[config.mk]
export PLATFORM = sky130hd
export DESIGN_NAME = text_renderer_flat
export DESIGN_NICKNAME = d
export VERILOG_FILES = /design/src/rtl/text_renderer_if.sv /design/src/rtl/text_renderer.sv /design/src/flat_wrapper.sv
export SDC_FILE = /design/constraint.sdc
export NUM_CORES = 1
export LEC_CHECK = 0
export ABC_AREA = 1
export CAP_MARGIN = 20
export CORE_MARGIN = 3
export CORE_UTILIZATION = 55
export CTS_CLUSTER_DIAMETER = 60
export DETAILED_ROUTE_END_ITERATION = 8
export GPL_TIMING_DRIVEN = 1
export PLACE_DENSITY = 0.72
export RECOVER_POWER = 100
export SYNTH_ARGS = -nofsm -noshare
export SYNTH_HDL_FRONTEND = slang
export SYNTH_SLANG_ARGS = --single-unit
[constraint.sdc]
create_clock -name clk -period 1.5 [get_ports clk]
set_input_delay 0.225 -clock clk [delete_from_list [all_inputs] [get_ports clk]]
set_output_delay 0.225 -clock clk [all_outputs]
set_load 0.03 [all_outputs]
[src/rtl/text_renderer_if.sv]
// Bundle of pixel-stream, text-buffer write and glyph-ROM signals for text_renderer.
// The renderer is the slave; the video timing / ROM side is the master.
interface text_renderer_if;
    logic [9:0] x;
    logic [8:0] y;
    logic       blank_in;
    logic       frame_start;
    logic       blink_en;
    logic       wr_en;
    logic [3:0] wr_addr;
    logic [7:0] wr_data;
    logic [7:0] char_code;
    logic [2:0] row;
    logic [7:0] pixels;
    logic       text_on;
    logic       blank_out;

    modport master (
        output x, y, blank_in, frame_start, blink_en, wr_en, wr_addr, wr_data, pixels,
        input  char_code, row, text_on, blank_out
    );

    modport slave (
        input  x, y, blank_in, frame_start, blink_en, wr_en, wr_addr, wr_data, pixels,
        output char_code, row, text_on, blank_out
    );
endinterface

[src/rtl/text_renderer.sv]
// Single-line text overlay: maps pixel coordinates to glyph ROM addresses and
// produces a lit-pixel flag three clocks later, with optional frame-based blinking.
module text_renderer #(
    parameter logic [9:0] ORIGIN_X     = 10'd64,
    parameter logic [8:0] ORIGIN_Y     = 9'd32,
    parameter int         NCHARS       = 16,
    parameter int         SCALE_LOG2   = 0,
    parameter int         BLINK_FRAMES = 30
) (
    input  logic          clk,
    input  logic          reset,
    text_renderer_if.slave bus
);
    localparam int BOX_W = 8 * NCHARS * (1 << SCALE_LOG2);
    localparam int BOX_H = 8 << SCALE_LOG2;

    logic [7:0]       text_buf_q [16];
    logic [7:0]       text_buf_d [16];

    logic [7:0]       char_code_q, char_code_d;
    logic [2:0]       row_q, row_d;
    logic [2:0][2:0]  col_sr_q, col_sr_d;
    logic [2:0]       inbox_sr_q, inbox_sr_d;
    logic [2:0]       blank_sr_q, blank_sr_d;
    logic             text_on_q, text_on_d;
    logic             blank_out_q, blank_out_d;
    logic [7:0]       frame_cnt_q, frame_cnt_d;
    logic             visible_q, visible_d;

    logic [9:0]       dx;
    logic [8:0]       dy;
    logic             inbox_c;
    logic [3:0]       char_idx;
    logic [2:0]       col_c;
    logic             pixel_bit;

    // Coordinate decode; the explicit >= guards keep wrapped differences from hitting the box.
    always_comb begin
        dx       = bus.x - ORIGIN_X;
        dy       = bus.y - ORIGIN_Y;
        inbox_c  = (bus.x >= ORIGIN_X) && ({1'b0, dx} < 11'(BOX_W)) &&
                   (bus.y >= ORIGIN_Y) && ({1'b0, dy} < 10'(BOX_H));
        char_idx = 4'(dx >> (3 + SCALE_LOG2));
        col_c    = inbox_c ? 3'(dx >> SCALE_LOG2) : 3'd0;
    end

    always_comb begin
        for (int i = 0; i < 16; i++) begin
            text_buf_d[i] = text_buf_q[i];
        end
        if (bus.wr_en && (int'(bus.wr_addr) < NCHARS)) begin
            text_buf_d[bus.wr_addr] = bus.wr_data;
        end
    end

    // S1 reads text_buf_q, so a same-edge write is seen one clock later.
    always_comb begin
        char_code_d = inbox_c ? text_buf_q[char_idx] : 8'h20;
        row_d       = inbox_c ? 3'(dy >> SCALE_LOG2) : 3'd0;
        col_sr_d    = {col_sr_q[1:0], col_c};
        inbox_sr_d  = {inbox_sr_q[1:0], inbox_c};
        blank_sr_d  = {blank_sr_q[1:0], bus.blank_in};
        pixel_bit   = bus.pixels[3'd7 - col_sr_q[2]];
        text_on_d   = pixel_bit & inbox_sr_q[2] & ~blank_sr_q[2] & visible_q;
        blank_out_d = blank_sr_q[2];
    end

    always_comb begin
        frame_cnt_d = frame_cnt_q;
        visible_d   = visible_q;
        if (!bus.blink_en) begin
            frame_cnt_d = 8'd0;
            visible_d   = 1'b1;
        end else if (bus.frame_start) begin
            if (frame_cnt_q == 8'(BLINK_FRAMES - 1)) begin
                frame_cnt_d = 8'd0;
                visible_d   = ~visible_q;
            end else begin
                frame_cnt_d = frame_cnt_q + 8'd1;
            end
        end
    end

    always_ff @(posedge clk) begin
        if (reset) begin
            for (int i = 0; i < 16; i++) begin
                text_buf_q[i] <= 8'h20;
            end
            char_code_q <= 8'h20;
            row_q       <= 3'd0;
            col_sr_q    <= '0;
            inbox_sr_q  <= 3'b000;
            blank_sr_q  <= 3'b111;
            text_on_q   <= 1'b0;
            blank_out_q <= 1'b1;
            frame_cnt_q <= 8'd0;
            visible_q   <= 1'b1;
        end else begin
            for (int i = 0; i < 16; i++) begin
                text_buf_q[i] <= text_buf_d[i];
            end
            char_code_q <= char_code_d;
            row_q       <= row_d;
            col_sr_q    <= col_sr_d;
            inbox_sr_q  <= inbox_sr_d;
            blank_sr_q  <= blank_sr_d;
            text_on_q   <= text_on_d;
            blank_out_q <= blank_out_d;
            frame_cnt_q <= frame_cnt_d;
            visible_q   <= visible_d;
        end
    end

    assign bus.char_code = char_code_q;
    assign bus.row       = row_q;
    assign bus.text_on   = text_on_q;
    assign bus.blank_out = blank_out_q;
endmodule

[src/flat_wrapper.sv]
// flat-port wrapper written by rule: the top's interface ports become plain ports
module text_renderer_flat 
#(
    parameter logic [9:0] ORIGIN_X     = 10'd64,
    parameter logic [8:0] ORIGIN_Y     = 9'd32,
    parameter int         NCHARS       = 16,
    parameter int         SCALE_LOG2   = 0,
    parameter int         BLINK_FRAMES = 30
)
  (clk, reset, bus_x, bus_y, bus_blank_in, bus_frame_start, bus_blink_en, bus_wr_en, bus_wr_addr, bus_wr_data, bus_pixels, bus_char_code, bus_row, bus_text_on, bus_blank_out);
  text_renderer_if bus_i ();
  input  logic clk;
  input  logic reset;
  input wire logic [$bits(bus_i.x)-1:0] bus_x;
  input wire logic [$bits(bus_i.y)-1:0] bus_y;
  input wire logic [$bits(bus_i.blank_in)-1:0] bus_blank_in;
  input wire logic [$bits(bus_i.frame_start)-1:0] bus_frame_start;
  input wire logic [$bits(bus_i.blink_en)-1:0] bus_blink_en;
  input wire logic [$bits(bus_i.wr_en)-1:0] bus_wr_en;
  input wire logic [$bits(bus_i.wr_addr)-1:0] bus_wr_addr;
  input wire logic [$bits(bus_i.wr_data)-1:0] bus_wr_data;
  input wire logic [$bits(bus_i.pixels)-1:0] bus_pixels;
  output wire logic [$bits(bus_i.char_code)-1:0] bus_char_code;
  output wire logic [$bits(bus_i.row)-1:0] bus_row;
  output wire logic [$bits(bus_i.text_on)-1:0] bus_text_on;
  output wire logic [$bits(bus_i.blank_out)-1:0] bus_blank_out;
  assign bus_i.x = bus_x;
  assign bus_i.y = bus_y;
  assign bus_i.blank_in = bus_blank_in;
  assign bus_i.frame_start = bus_frame_start;
  assign bus_i.blink_en = bus_blink_en;
  assign bus_i.wr_en = bus_wr_en;
  assign bus_i.wr_addr = bus_wr_addr;
  assign bus_i.wr_data = bus_wr_data;
  assign bus_i.pixels = bus_pixels;
  assign bus_char_code = bus_i.char_code;
  assign bus_row = bus_i.row;
  assign bus_text_on = bus_i.text_on;
  assign bus_blank_out = bus_i.blank_out;
  text_renderer #(.ORIGIN_X(ORIGIN_X), .ORIGIN_Y(ORIGIN_Y), .NCHARS(NCHARS), .SCALE_LOG2(SCALE_LOG2), .BLINK_FRAMES(BLINK_FRAMES)) u_core (.clk(clk), .reset(reset), .bus(bus_i));
endmodule
# Word level (Yosys, flattened, before mapping)
# Memories as Yosys holds them, arrays and structs flattened. A register that Yosys moved wholly into a read port is not among the register bits.
# Index checks and enable logic that the tools add are counted.
[word_totals]
elab_cells = 80
output_inout_bits = 13
regBits = 29
ramBits = 128
inputBits = 45
memories = 1
[classes]
add_sub_neg = 4
order_cmp = 7
bitwise = 24
reduce_logical = 7
mux = 26
eq_ne = 1
[mem_list]
columns = ["memory", "words", "width", "read_ports", "rd_ports_with_merged_regs", "wr", "line_no", "rtl"]
rows = [
  ["u_core.text_buf_q", 16, 8, 17, 1, 16, "text_renderer.sv:17", "logic [7:0] text_buf_q [16];"],
]
[ops]
columns = ["cell", "count"]
rows = [
  ["$mux 8", 18],
  ["$bwmux 128", 1],
  ["$mux 128", 1],
  ["$demux 8 s4", 1],
  ["$or 1x1->1", 16],
  ["$ge 10x7->1 const B", 1],
  ["$lt 10x8->1 const B", 1],
  ["$sub 10x7->10 const B", 1],
  ["$ge 9x6->1 const B", 1],
  ["$lt 9x4->1 const B", 1],
  ["$sub 9x6->9 const B", 1],
  ["$add 8x1->8 const B", 1],
  ["$eq 8x5->1 const B", 1],
  ["$ge 5x5->1 const B", 1],
  ["$lt 5x1->1 const B", 1],
  ["$not 4->5", 1],
  ["$logic_and 1x1->1", 4],
  ["$lt 3x4->1 const B", 1],
  ["$mux 1", 4],
  ["$not 1->1", 4],
  ["$reduce_or 2->1", 2],
  ["$and 1x1->1", 3],
  ["$bmux 1 s3", 1],
  ["$sub 3x3->3 const A", 1],
  ["$reduce_and 2->1", 1],
]

# Depth between registers and ports, before layout
[logic_depth]
word_depth = 8
depth_mapped = 10
mapped_depth_nobuf = 8

# Least setup slack after synthesis
# No wires, ideal clock.
[synth_timing]
path_type = "input to register"
from = "input port bus_x[6]"
to = "register u_core.row_q[0] (netlist: u_core.bus.row[0])"
n_path_buf = 1
slack_ps = 132
setup_time_ps = 64
t_arrival_ps = 1304
path_stages = 9
required_time_ps = 1436
path_cell_list = "buf_2 inv_1 ha_1 nand2_1 nor3_1 nand3_1 nor2_4 inv_2 nor2_1"
[synth_via]
elab_chain_len = 7
elab_cells_between_ends = 8
classes_between = "add/sub (1); order compare (2); bitwise (1); reduce/logical (4)"
[synth_rtl]
columns = ["item", "line_no", "rtl"]
rows = [
  ["start: declaration", "flat_wrapper.sv:14", "input wire logic [$bits(bus_i.x)-1:0] bus_x;"],
  ["$sub 10x7->10", "text_renderer.sv:39", "dx = bus.x - ORIGIN_X;"],
  ["$lt 10x8->1", "text_renderer.sv:41", "inbox_c = (bus.x >= ORIGIN_X) && ({1'b0, dx} < 11'(BOX_W)) &&"],
  ["$logic_and 1x1->1 * (2 in series)", "text_renderer.sv:41", ""],
  ["$logic_and 1x1->1 *", "text_renderer.sv:42", "(bus.y >= ORIGIN_Y) && ({1'b0, dy} < 10'(BOX_H));"],
  ["$not 1->1 (no line) *", "--", ""],
  ["$reduce_or 2->1 (no line) *", "--", ""],
  ["end signal: assignment", "text_renderer.sv:103", "row_q <= row_d;"],
  ["end: declaration", "text_renderer.sv:21", "logic [2:0] row_q, row_d;"],
]
# Mark *: on every way between the ends. The rest lies on a longest branch, timed or not.
# A chain may end at the register's enable or synchronous reset.

# Worst setup path in the final report
[layout_timing]
from = "input port bus_x[7]"
to = "register u_core.char_code_q[6] (netlist: u_core.bus.char_code[6]) (read register of u_core.text_buf_q)"
[layout_via]
elab_chain_len = 7
elab_cells_between_ends = 8
classes_between = "add/sub (1); order compare (2); bitwise (1); reduce/logical (4)"
[layout_rtl]
columns = ["item", "line_no", "rtl"]
rows = [
  ["$sub 10x7->10", "text_renderer.sv:39", ""],
  ["$lt 10x8->1", "text_renderer.sv:41", ""],
  ["$logic_and 1x1->1 * (2 in series)", "text_renderer.sv:41", ""],
  ["$logic_and 1x1->1 *", "text_renderer.sv:42", ""],
  ["$not 1->1 (no line) *", "--", ""],
  ["$reduce_or 2->1 (no line) *", "--", ""],
  ["end: declaration", "text_renderer.sv:20", "logic [7:0] char_code_q, char_code_d;"],
]
# Marked as above.

==> flow_metrics.tcl <==
set metrics [dict create \
    insertedDiodeCount 0 \
    overflow 0 \
    ys_types 30 \
    mostFrequentLayoutCells "nand2_1 (190), inv_1 (165), dfxtp_1 (165)" \
    drv_cap 0 \
    drive_gt1_frac 0.103 \
    drtAntennaViolNets 0 \
    pwr-share-comb 0.104 \
    yosys-mux-area-fraction 0 \
    synthFlopType "dfxtp_1" \
    arrival_ns 1.79 \
    syn_area_sq_um 7320 \
    hold-worst-slack_ns 0.316 \
    final_util 0.695 \
    critPathMaxFanout 5 \
    track_usage 0.256 \
    max-clock-path-buffers 2 \
    die_h_microns 121 \
    synth_simple_gate_area_share 0.215 \
    peakVddDrop_uv 817 \
    switching_share 0.242 \
    worst_setup_path_end_kind "flip-flop" \
    row_count 41 \
    synth_xor_area_frac 0.00718 \
    yosys_register_bits 165 \
    finalPower_mw 9.51 \
    wl_met2_microns 9110 \
    p_int_mw 7.21 \
    cts_buffers 17 \
    p_per_area_nw_per_um2 1070 \
    grt_pass1_vias 6036 \
    port_buffers 57 \
    p_leak_nw 3.86 \
    dr_wl_met3_microns 1030 \
    htreeDepth 4 \
    syn2layout_area_growth_pct 21.8 \
    slew_violations 0 \
    p_switching_mw 2.30 \
    routedWlPerCell_microns 14.2 \
    synth_compound_area_frac 0.189 \
    wirelength_microns 18500 \
    finalCritPeriodShare 0.954 \
    cp-start-kind "input pin" \
    timing.fmax_ghz 0.699 \
    synth_seq_area_share 0.451 \
    grt_pass1_wl_microns 29900 \
    cts.clk_slew.worst_paths_ns 0.06 \
    vias 6722 \
    ctsRootBufferMaster "clkbuf_16" \
    setup_viol 0 \
    synthAdderAreaFrac 0.00513 \
    core_area_sq_um 12800 \
    nets 1169 \
    seq_area_sq_um 3300 \
    synthArstFlopShare 0 \
    start_util 0.571 \
    path_class "in2reg" \
    synth_nets 1095 \
    ios 58 \
    tightest_slew_ns 0.445 \
    syn_area_per_cell_sq_um 6.99 \
    die_width_microns 121 \
    wl_met1_microns 8110 \
    p_seq_frac 0.472 \
    postSynthCellCount 1047 \
    multi_input_area_sq_um 3040 \
    vias_per_cell 5.15 \
    drtIter0Drc 426 \
    relSlewSlack 0.703 \
    place_congestion 0.859 \
    antenna_found_initial 0 \
    synth_edf_count 0 \
    hold_viol_final 0 \
    dp_hpwl_microns 12200 \
    tns_ns 0 \
    period_needed_ns 1.43 \
    nFillCells 1136 \
    drc_errors 0 \
    hp-class "in2reg" \
    status "complete, no violations" \
    numClockSinks 165 \
    yosysWarnings 0 \
    clockPowerShare 0.425 \
    dieArea_sq_um 14700 \
    highest_layer "met4" \
    grt_max_degree 54 \
    synth_top_family_by_area "simple AND/OR/NAND/NOR gates" \
    cts_tree "yes" \
    layout_commonest_cell "nand2_1" \
    insertion_delay_ns 0.43 \
    hold_buffers 0 \
    fin_skew_ns 0.00567 \
    required_ns 1.86 \
    first_pass_iters 5 \
]
layout make-up:
| cell class | count | area share |
|---|---|---|
| multi-input cells | 644 | 0.341 |
| clock buffers | 20 | 0.0512 |
| repair buffers | 120 | 0.131 |
| flip-flops and latches | 165 | 0.370 |
| well taps | 172 | 0.0241 |
| clock inverters | 11 | 0.00954 |
| inverters | 173 | 0.0730 |
metrics by stage:
| stage | instances | setup WS (ns) | instance area [sq um] |
|---|---|---|---|
| final | 1305 | 0.0695 | 8920 |
| after CTS | 1302 | 0.0417 | 8960 |
| after detailed placement | 1271 | -0.397 | 8430 |
| after global routing | 1305 | -0.0227 | 8920 |
| after global placement | 1271 | -0.346 | 8430 |
| after floorplan | 1047 | 0.132 | 7320 |
power groups by stage:
stage | Combinational (mW) | Clock [mW] | Sequential [mW]
2_1_floorplan | 0.557 | 0 | 4.58
3_3_place_gp | 0.976 | 0 | 4.58
3_5_place_dp | 0.986 | 0 | 4.58
4_1_cts | 0.995 | 4.08 | 4.49
5_1_grt | 1.10 | 4.26 | 4.49
6_report | 0.985 | 4.04 | 4.49
registers in the layout, summed over array words and instances, names as in the netlist:
signal	cells
u_core.blank_sr_q	3
u_core.bus.blank_out	1
u_core.bus.char_code	8
u_core.bus.row	3
u_core.bus.text_on	1
u_core.col_sr_d	6
u_core.col_sr_q	3
u_core.frame_cnt_q	8
u_core.inbox_sr_q	3
u_core.text_buf_q	128
u_core.visible_q	1
synthesized netlist by cell type (all sizes together), types with 2 or more instances:
library cell	n	area (sq um)
buf	36	210
ha	3	37.5
nand2	193	734
inv	172	646
xor2	2	17.5
xnor2	4	35.0
nor3	3	20.0
dfxtp	165	3300
o211ai	11	92.6
a21oi	125	626
nor2	66	290
or2	4	25.0
o21ai	132	661
nand3	98	490
clkbuf	29	109
worst max-delay path: stages:
cell and delay, ns:
clkdlybuf4s50_1 0.45, inv_1 0.05, ha_1 0.27, nand2_1 0.06, nor3_2 0.14, nand3_1 0.13
nor2_4 0.14, buf_4 0.16, nand2_1 0.06, nor2_1 0.09
cell families after synthesis:
logic type / count (synthesis)
adders and majority gates: 3
and+or+nand+nor: 366
buffers and inverters: 238
xor gates and xnor gates: 6
DFF: 165
AOI/OAI and AO/OA: 269
metal layers:
layer | track usage | vias up
li1 | - | 3467
met1 | 0.333 | 3074
met2 | 0.429 | 161
met3 | 0.0536 | 20
met4 | 0.0749 | 0
met5 | 0 | -
final timing paths:
kind / depth (start not counted) / startpoint / slack, ns / end
setup reg to reg: 6 / u_core.frame_cnt_q[3] / 0.17 / u_core.frame_cnt_q[5]
hold / removal: 5 / bus_x[6] / 0.32 / u_core.bus.char_code[5]
hold reg to reg: 2 / u_core.inbox_sr_q[1] / 0.41 / u_core.inbox_sr_q[2]
setup / recovery: 10 / bus_x[7] / 0.07 / u_core.bus.char_code[6]
timing repair:
action,4_1_cts,5_1_grt
resized for setup,13,9
setup endpoints to repair,13,16
pin swaps,0,4
buffers inserted,0,3
(Power assumes the default switching activity.)
